<file path="config.mk">
export PLATFORM = sky130hd
export DESIGN_NAME = scope_history
export DESIGN_NICKNAME = d
export VERILOG_FILES = /design/src/rtl/scope_pkg.sv /design/src/rtl/load_edge_sync.sv /design/src/rtl/scope_history.sv
export SDC_FILE = /design/constraint.sdc
export NUM_CORES = 1
export LEC_CHECK = 0
export CAP_MARGIN = 10
export CORE_ASPECT_RATIO = 1.1
export CORE_UTILIZATION = 60
export CTS_CLUSTER_SIZE = 24
export DETAILED_ROUTE_END_ITERATION = 10
export GPL_ROUTABILITY_DRIVEN = 0
export PLACE_DENSITY = 0.81
export SYNTH_ARGS = -nofsm -noshare
export SYNTH_HDL_FRONTEND = slang
export SYNTH_SLANG_ARGS = --single-unit
export TNS_END_PERCENT = 50
</file>
<file path="constraint.sdc">
create_clock -name clk -period 3.2 [get_ports clk]
set_input_delay 0.96 -clock clk [delete_from_list [all_inputs] [get_ports clk]]
set_output_delay 0.96 -clock clk [all_outputs]
set_load 0.005 [all_outputs]
</file>
<file path="src/rtl/scope_pkg.sv">
// scope_pkg: shared types and constants for the scope history display path
package scope_pkg;
  typedef logic [3:0] row_code_t;
  typedef struct packed {
    row_code_t q1;
    row_code_t q2;
  } col_entry_t;
  localparam int RGB_R1 = 5;
  localparam int RGB_G1 = 4;
  localparam int RGB_B1 = 3;
  localparam int RGB_R2 = 2;
  localparam int RGB_G2 = 1;
  localparam int RGB_B2 = 0;
  localparam logic [2:0] CENTER_ROW = 3'd7;
  function automatic row_code_t quantise(input logic [11:0] p);
    return 4'd15 - p[11:8];
  endfunction
endpackage

</file>
<file path="src/rtl/load_edge_sync.sv">
// load_edge_sync: 2-FF synchroniser on an idle-high strobe plus falling-edge pulse
module load_edge_sync (
  input  logic clk,
  input  logic reset,
  input  logic d,
  output logic fall
);
  logic [2:0] sr;
  assign fall = sr[2] && !sr[1];
  // sr[0..1] synchronise, sr[2] remembers the previous synchronised level
  always_ff @(posedge clk or posedge reset)
    if (reset) sr <= 3'b111;
    else sr <= {sr[1:0], d};
endmodule

</file>
<file path="src/rtl/scope_history.sv">
// scope_history: two-channel scrolling waveform history for the LED panel (grid overlay under SCOPE_GRID_EN)
module scope_history import scope_pkg::*; #(
  parameter int COLS  = 32,
  parameter int DECIM = 1
) (
  input  logic                    clk,
  input  logic                    reset,
  input  logic                    load,
  input  logic [11:0]             p1data,
  input  logic [11:0]             p2data,
  input  logic                    frame_start,
  input  logic                    hold,
  input  logic [$clog2(COLS)-1:0] rd_col,
  input  logic [2:0]              rd_row,
  output logic [5:0]              rgb,
  output logic                    overrun
);
  localparam int AW = $clog2(COLS);
  localparam int DW = DECIM > 1 ? $clog2(DECIM) : 1;
  logic cap, accept, take, commit, pend_valid;
  logic r1, g1, r2, g2;
  logic [DW-1:0] dcnt;
  logic [AW-1:0] wr_ptr, idx;
  logic [COLS-1:0] col_valid;
  logic [5:0] rgb_d;
  col_entry_t pend, ent;
  col_entry_t mem [COLS];
  load_edge_sync u_sync (.clk(clk), .reset(reset), .d(load), .fall(cap));
  assign accept = cap && dcnt == '0;
  assign take   = accept && !hold;
  assign commit = frame_start && pend_valid && !hold;
  assign idx    = wr_ptr + rd_col;
  assign ent    = mem[idx];
  assign r1     = col_valid[idx] && ent.q1 == {1'b0, rd_row};
  assign g1     = col_valid[idx] && ent.q2 == {1'b0, rd_row};
  assign r2     = col_valid[idx] && ent.q1 == {1'b1, rd_row};
  assign g2     = col_valid[idx] && ent.q2 == {1'b1, rd_row};
  // decimation, pending entry, overrun flag and commit bookkeeping
  always_ff @(posedge clk or posedge reset)
    if (reset) begin
      dcnt       <= '0;
      pend       <= '0;
      pend_valid <= 1'b0;
      overrun    <= 1'b0;
      wr_ptr     <= '0;
      col_valid  <= '0;
    end else begin
      if (cap) dcnt <= dcnt == DW'(DECIM - 1) ? '0 : dcnt + 1'b1;
      if (take) pend <= {quantise(p1data), quantise(p2data)};
      pend_valid <= take || (pend_valid && !commit);
      overrun    <= overrun || (take && pend_valid && !commit);
      if (commit) begin
        wr_ptr            <= wr_ptr + 1'b1;
        col_valid[wr_ptr] <= 1'b1;
      end
    end
  // column storage; stale contents are hidden by col_valid so no reset is needed
  always_ff @(posedge clk)
    if (commit) mem[wr_ptr] <= pend;
  // pixel decode for the top and bottom half rows
  always_comb begin
    rgb_d = '0;
    rgb_d[RGB_R1] = r1;
    rgb_d[RGB_G1] = g1;
    rgb_d[RGB_R2] = r2;
    rgb_d[RGB_G2] = g2;
`ifdef SCOPE_GRID_EN
    rgb_d[RGB_B1] = rd_row == CENTER_ROW && !r1 && !g1;
    rgb_d[RGB_B2] = rd_col[2:0] == 3'd0 && !r2 && !g2;
`endif
  end
  // registered read port: one pixel per clock, one cycle latency
  always_ff @(posedge clk or posedge reset)
    if (reset) rgb <= '0;
    else rgb <= rgb_d;
endmodule

</file>
==> metrics list <==
- The flow ran to the end, but the final reports show violations.
- The final reports fail on negative setup slack.
- The die covers 0.0213 mm2.
- Area of the multi-input gates: roughly 0.0033 mm2
* Highest clock frequency the design can meet: between 300 and 400 MHz
- Cell Area, Synth: 0.0124 mm2
- Number of synthesized register bits: a little over 300
- Met2 track demand over resource: between 40% and 50%
- The share of the Yosys chip area taken by registers is roughly 73%.
- Clock tree synthesis inserted a total of 29 buffers.
* Largest net degree at the start of global routing: 55
- H-tree levels: 1
- After detailed routing, the total wire length is ~27 mm.
- Clock latency reported for the late side of the worst-skew pair: between 0.5 and 0.6 ns
- OpenSTA, run right after detailed placement, puts the worst setup slack at -1.16 ns.
* CTS tree: done
- Detailed Place HPWL: between 15 and 20 mm
- Along the worst path, the maximum fanout reaches 6.
- First-pass GRT wire length: 42.1 mm
- Warning count from the yosys run: 0
- Maximum clock skew at final layout: between 0.02 and 0.025 ns
* Number of synthesized flops with an enable pin: between 200 and 300
- Number of sinks on the clock net: between 300 and 400
* Fin crit share: 103%
* Synth Area per Inst: roughly 18 um2
* Instance count of the mapped netlist: ~680
- Global routing consumed, on the met3 layer, a little over 4% of the routing resources.
- In this run the remaining antenna-violating nets after routing total 0.
* Most common flop cell mapped by yosys: sky130_fd_sc_hd__edfxtp_1
* Power per Cell Area: ~970 mW/mm2
* I/O Buffers: 25
- In this run, the clock network consumes between 20% and 30% of the power.
- Overflow left after global routing: 0
* Number of buffers on the longest clock path: 3
- P_sw: ~0.0047 W
* Effective utilization at floorplan: between 60% and 70%
- FF+latch area: 0.00904 mm2
- Area inside the core boundary: about 0.020 mm2
* Number of placed I/O pins: 44
- Hold path depth: 0
- Die Y-Extent: around 150 um
- The initialized floorplan defines 54 standard-cell rows.
- The min-delay analysis places its worst path in the category flip-flop to flip-flop.
- Gate power share: about two fifths
* Number of global-route vias before repair: a little over 7000
- Max Slew Vio Count: 0
- Counting the fill cells in the layout gives between 1000 and 1500.
- The area growth from synthesis to layout is 17.0%.
- Hold Startpoint: u_sync.sr[0]
* Number of setup violations in the final report: 4
* Most congested layer reported by global routing: met2
- Number of nets at the end of the flow: 833
- DRT iter0 DRCs: 817
- Synth cell types: 42
* Reg clk slew, reported paths: 0.06 ns
- In this run the cell area measured after placement is 0.0135 mm2.
- The number of antenna violations at the first check in global routing came to 0.
* Max-slew headroom at the worst pin: around 15%
- Count of maximum capacitance violations: 0
- Of the total power, registers draw between 30 and 40%.
- The worst register-to-register path ends at rgb[2].
- Leaving out fill and tap cells, the most frequent cell in the layout is sky130_fd_sc_hd__edfxtp_1.
* Unrepaired setup endpoints after global routing: yes
- Setup slack of the most critical reg-to-reg path: -0.04 ns
* Tightest Pin Transition: about 1.3 ns
- Commonest non-fill, non-tap cells in the layout: 256 x sky130_fd_sc_hd__edfxtp_1, 81 x sky130_fd_sc_hd__nand2_1, 65 x sky130_fd_sc_hd__buf_4
- Static leakage: 5.24 nW
- Async set-reset flop share out of synthesis: around 17%
- Final setup TNS: -0.344 ns
- Final hold violation count: 0
* X dimension of the die: 139 um
* Via count: 6783
- Design internal power: approximately 0.0094 W
- Layout cells sized above 1: 30.3%
* Routed WL per cell: between 20 and 30 um
- At the worst endpoint, the required time is between 3 and 4 ns.
* Post-route design area: 0.0146 mm2
- All-layer global routing usage: between 20% and 30%
- The setup path with the least slack is of type input port to flip-flop.
- The worst register-to-register path has a depth of 11.
* Final routed DRC violation total: 0
- The worst setup path is captured at a flip-flop.
- Critical Path Source Type: input port
- For hold timing, the worst endpoint is u_sync.sr[1].
- Source of the worst register-to-register timing path: wr_ptr[0]
* Global-route track usage on met1: roughly 37%
- IR analysis of the VDD net gives a maximum drop of between 0.0005 and 0.0006 V.
- The routed design could run at a clock period as short as ~3.3 ns.
* Post-DR vias/cell: 6.39
- For the worst setup path, the data arrival time is roughly 3.7 ns.
- Minimum setup slack in the final design: -0.101 ns
- Antenna Diode Count: 0
- Net switching is about a third of the power.
- The tree is rooted in a sky130_fd_sc_hd__clkbuf_16.
- The first TritonRoute pass finished after 5 iterations.
-- critical path, cell delays in order --
cell and delay [ns]:
sky130_fd_sc_hd__buf_6 0.07, sky130_fd_sc_hd__ha_4 0.12, sky130_fd_sc_hd__inv_2 0.03, sky130_fd_sc_hd__fa_4 0.79
sky130_fd_sc_hd__buf_12 0.13, sky130_fd_sc_hd__mux4_2 0.53, sky130_fd_sc_hd__a2111oi_4 0.37, sky130_fd_sc_hd__buf_4 0.17
sky130_fd_sc_hd__a31oi_1 0.04, sky130_fd_sc_hd__mux2_4 0.35, sky130_fd_sc_hd__nand2b_4 0.09, sky130_fd_sc_hd__nor4_2 0.04
-- worst max path at each step --
| stage | from | to | slack [ns] |
|---|---|---|---|
| floorplan | rd_col[0] | rgb[4] | -0.02 |
| global placement | rd_col[0] | rgb[4] | -1.12 |
| detailed placement | rd_col[0] | rgb[4] | -1.16 |
| CTS | rd_col[0] | rgb[2] | -0.06 |
| global route | rd_col[0] | rgb[2] | -0.14 |
| finish | rd_col[0] | rgb[2] | -0.10 |
-- cell families after synthesis --
group	after synthesis	share of synthesized area, %
AOI/OAI and AO/OA	26	1.42
DFF	310	72.7
muxes	73	13.5
adders and majority gates	9	0.965
and+or+nand+nor	209	8.18
buffers and inverters	42	2.06
xor gates and xnor gates	14	1.20
other	1	0.0301
-- per-layer routing --
| layer | routed length, um | up-vias |
|---|---|---|
| met2 | 14000 | 374 |
| met4 | 683 | 0 |
| met5 | 0 | - |
| li1 | - | 2863 |
| met3 | 2170 | 51 |
| met1 | 10600 | 3495 |
-- flip-flops by register name (all words and copies together), names as in the netlist --
name        cells
wr_ptr          5
u_sync.sr       3
pend_valid      1
overrun         1
mem           256
col_valid      32
rgb             4
pend            8
-- cell usage after synthesis, drive strengths merged, types with 2 or more instances --
library cell	instances	area share (%)
or3b	2	0.14
edfxtp	256	62
dfrtp	51	10
nor2	38	1.1
o21ai	12	0.48
xor2	3	0.42
nand2b	3	0.15
inv	8	0.24
buf	23	1.5
nand2	83	2.5
a2111oi	4	0.33
xnor2	11	0.77
or2	34	1.7
a21oi	3	0.18
a31oi	3	0.15
dfstp	3	0.63
a311oi	2	0.14
nor4	4	0.30
mux4	72	13
nand4	31	1.6
clkbuf	11	0.33
nand3	6	0.24
ha	8	0.80
nand3b	2	0.12
and2	4	0.20
-- final cells by class --
| cell class | instances | area share [%] |
|---|---|---|
| flip-flops and latches | 310 | 62.1 |
| multi-input cells | 333 | 22.4 |
| repair buffers | 105 | 6.95 |
| clock buffers | 37 | 5.26 |
| well taps | 252 | 2.17 |
| clock inverters | 16 | 0.903 |
| inverters | 8 | 0.206 |
-- timing repair --
| action | in CTS | in global routing |
|---|---|---|
| endpoints found under the setup margin | 4 | 4 |
| resized for setup | 19 | 9 |
| buffers inserted | 3 | 1 |
| pin swaps | 5 | 4 |
| hold buffers | 0 | 0 |
| cloned | 0 | 0 |
-- stage by stage --
stage               hold slack (ns)  util, %  power, W  std cells
floorplan                     0.345        -   0.00845        685
global route                  0.358     72.5    0.0146       1061
CTS                           0.358     72.4    0.0139       1060
finish                        0.362     72.5    0.0141       1061
detailed placement            0.352     67.5    0.0105       1005
global placement              0.348     67.5    0.0103       1005
-- power groups by stage --
stage	clock network [W]	registers, W	logic (W)
2_1_floorplan	0	0.00496	0.00350
3_3_place_gp	0	0.00507	0.00522
3_5_place_dp	0	0.00512	0.00534
4_1_cts	0.00329	0.00504	0.00562
5_1_grt	0.00343	0.00507	0.00615
6_report	0.00326	0.00505	0.00580
Note: power is estimated with default switching activity, not from simulation.
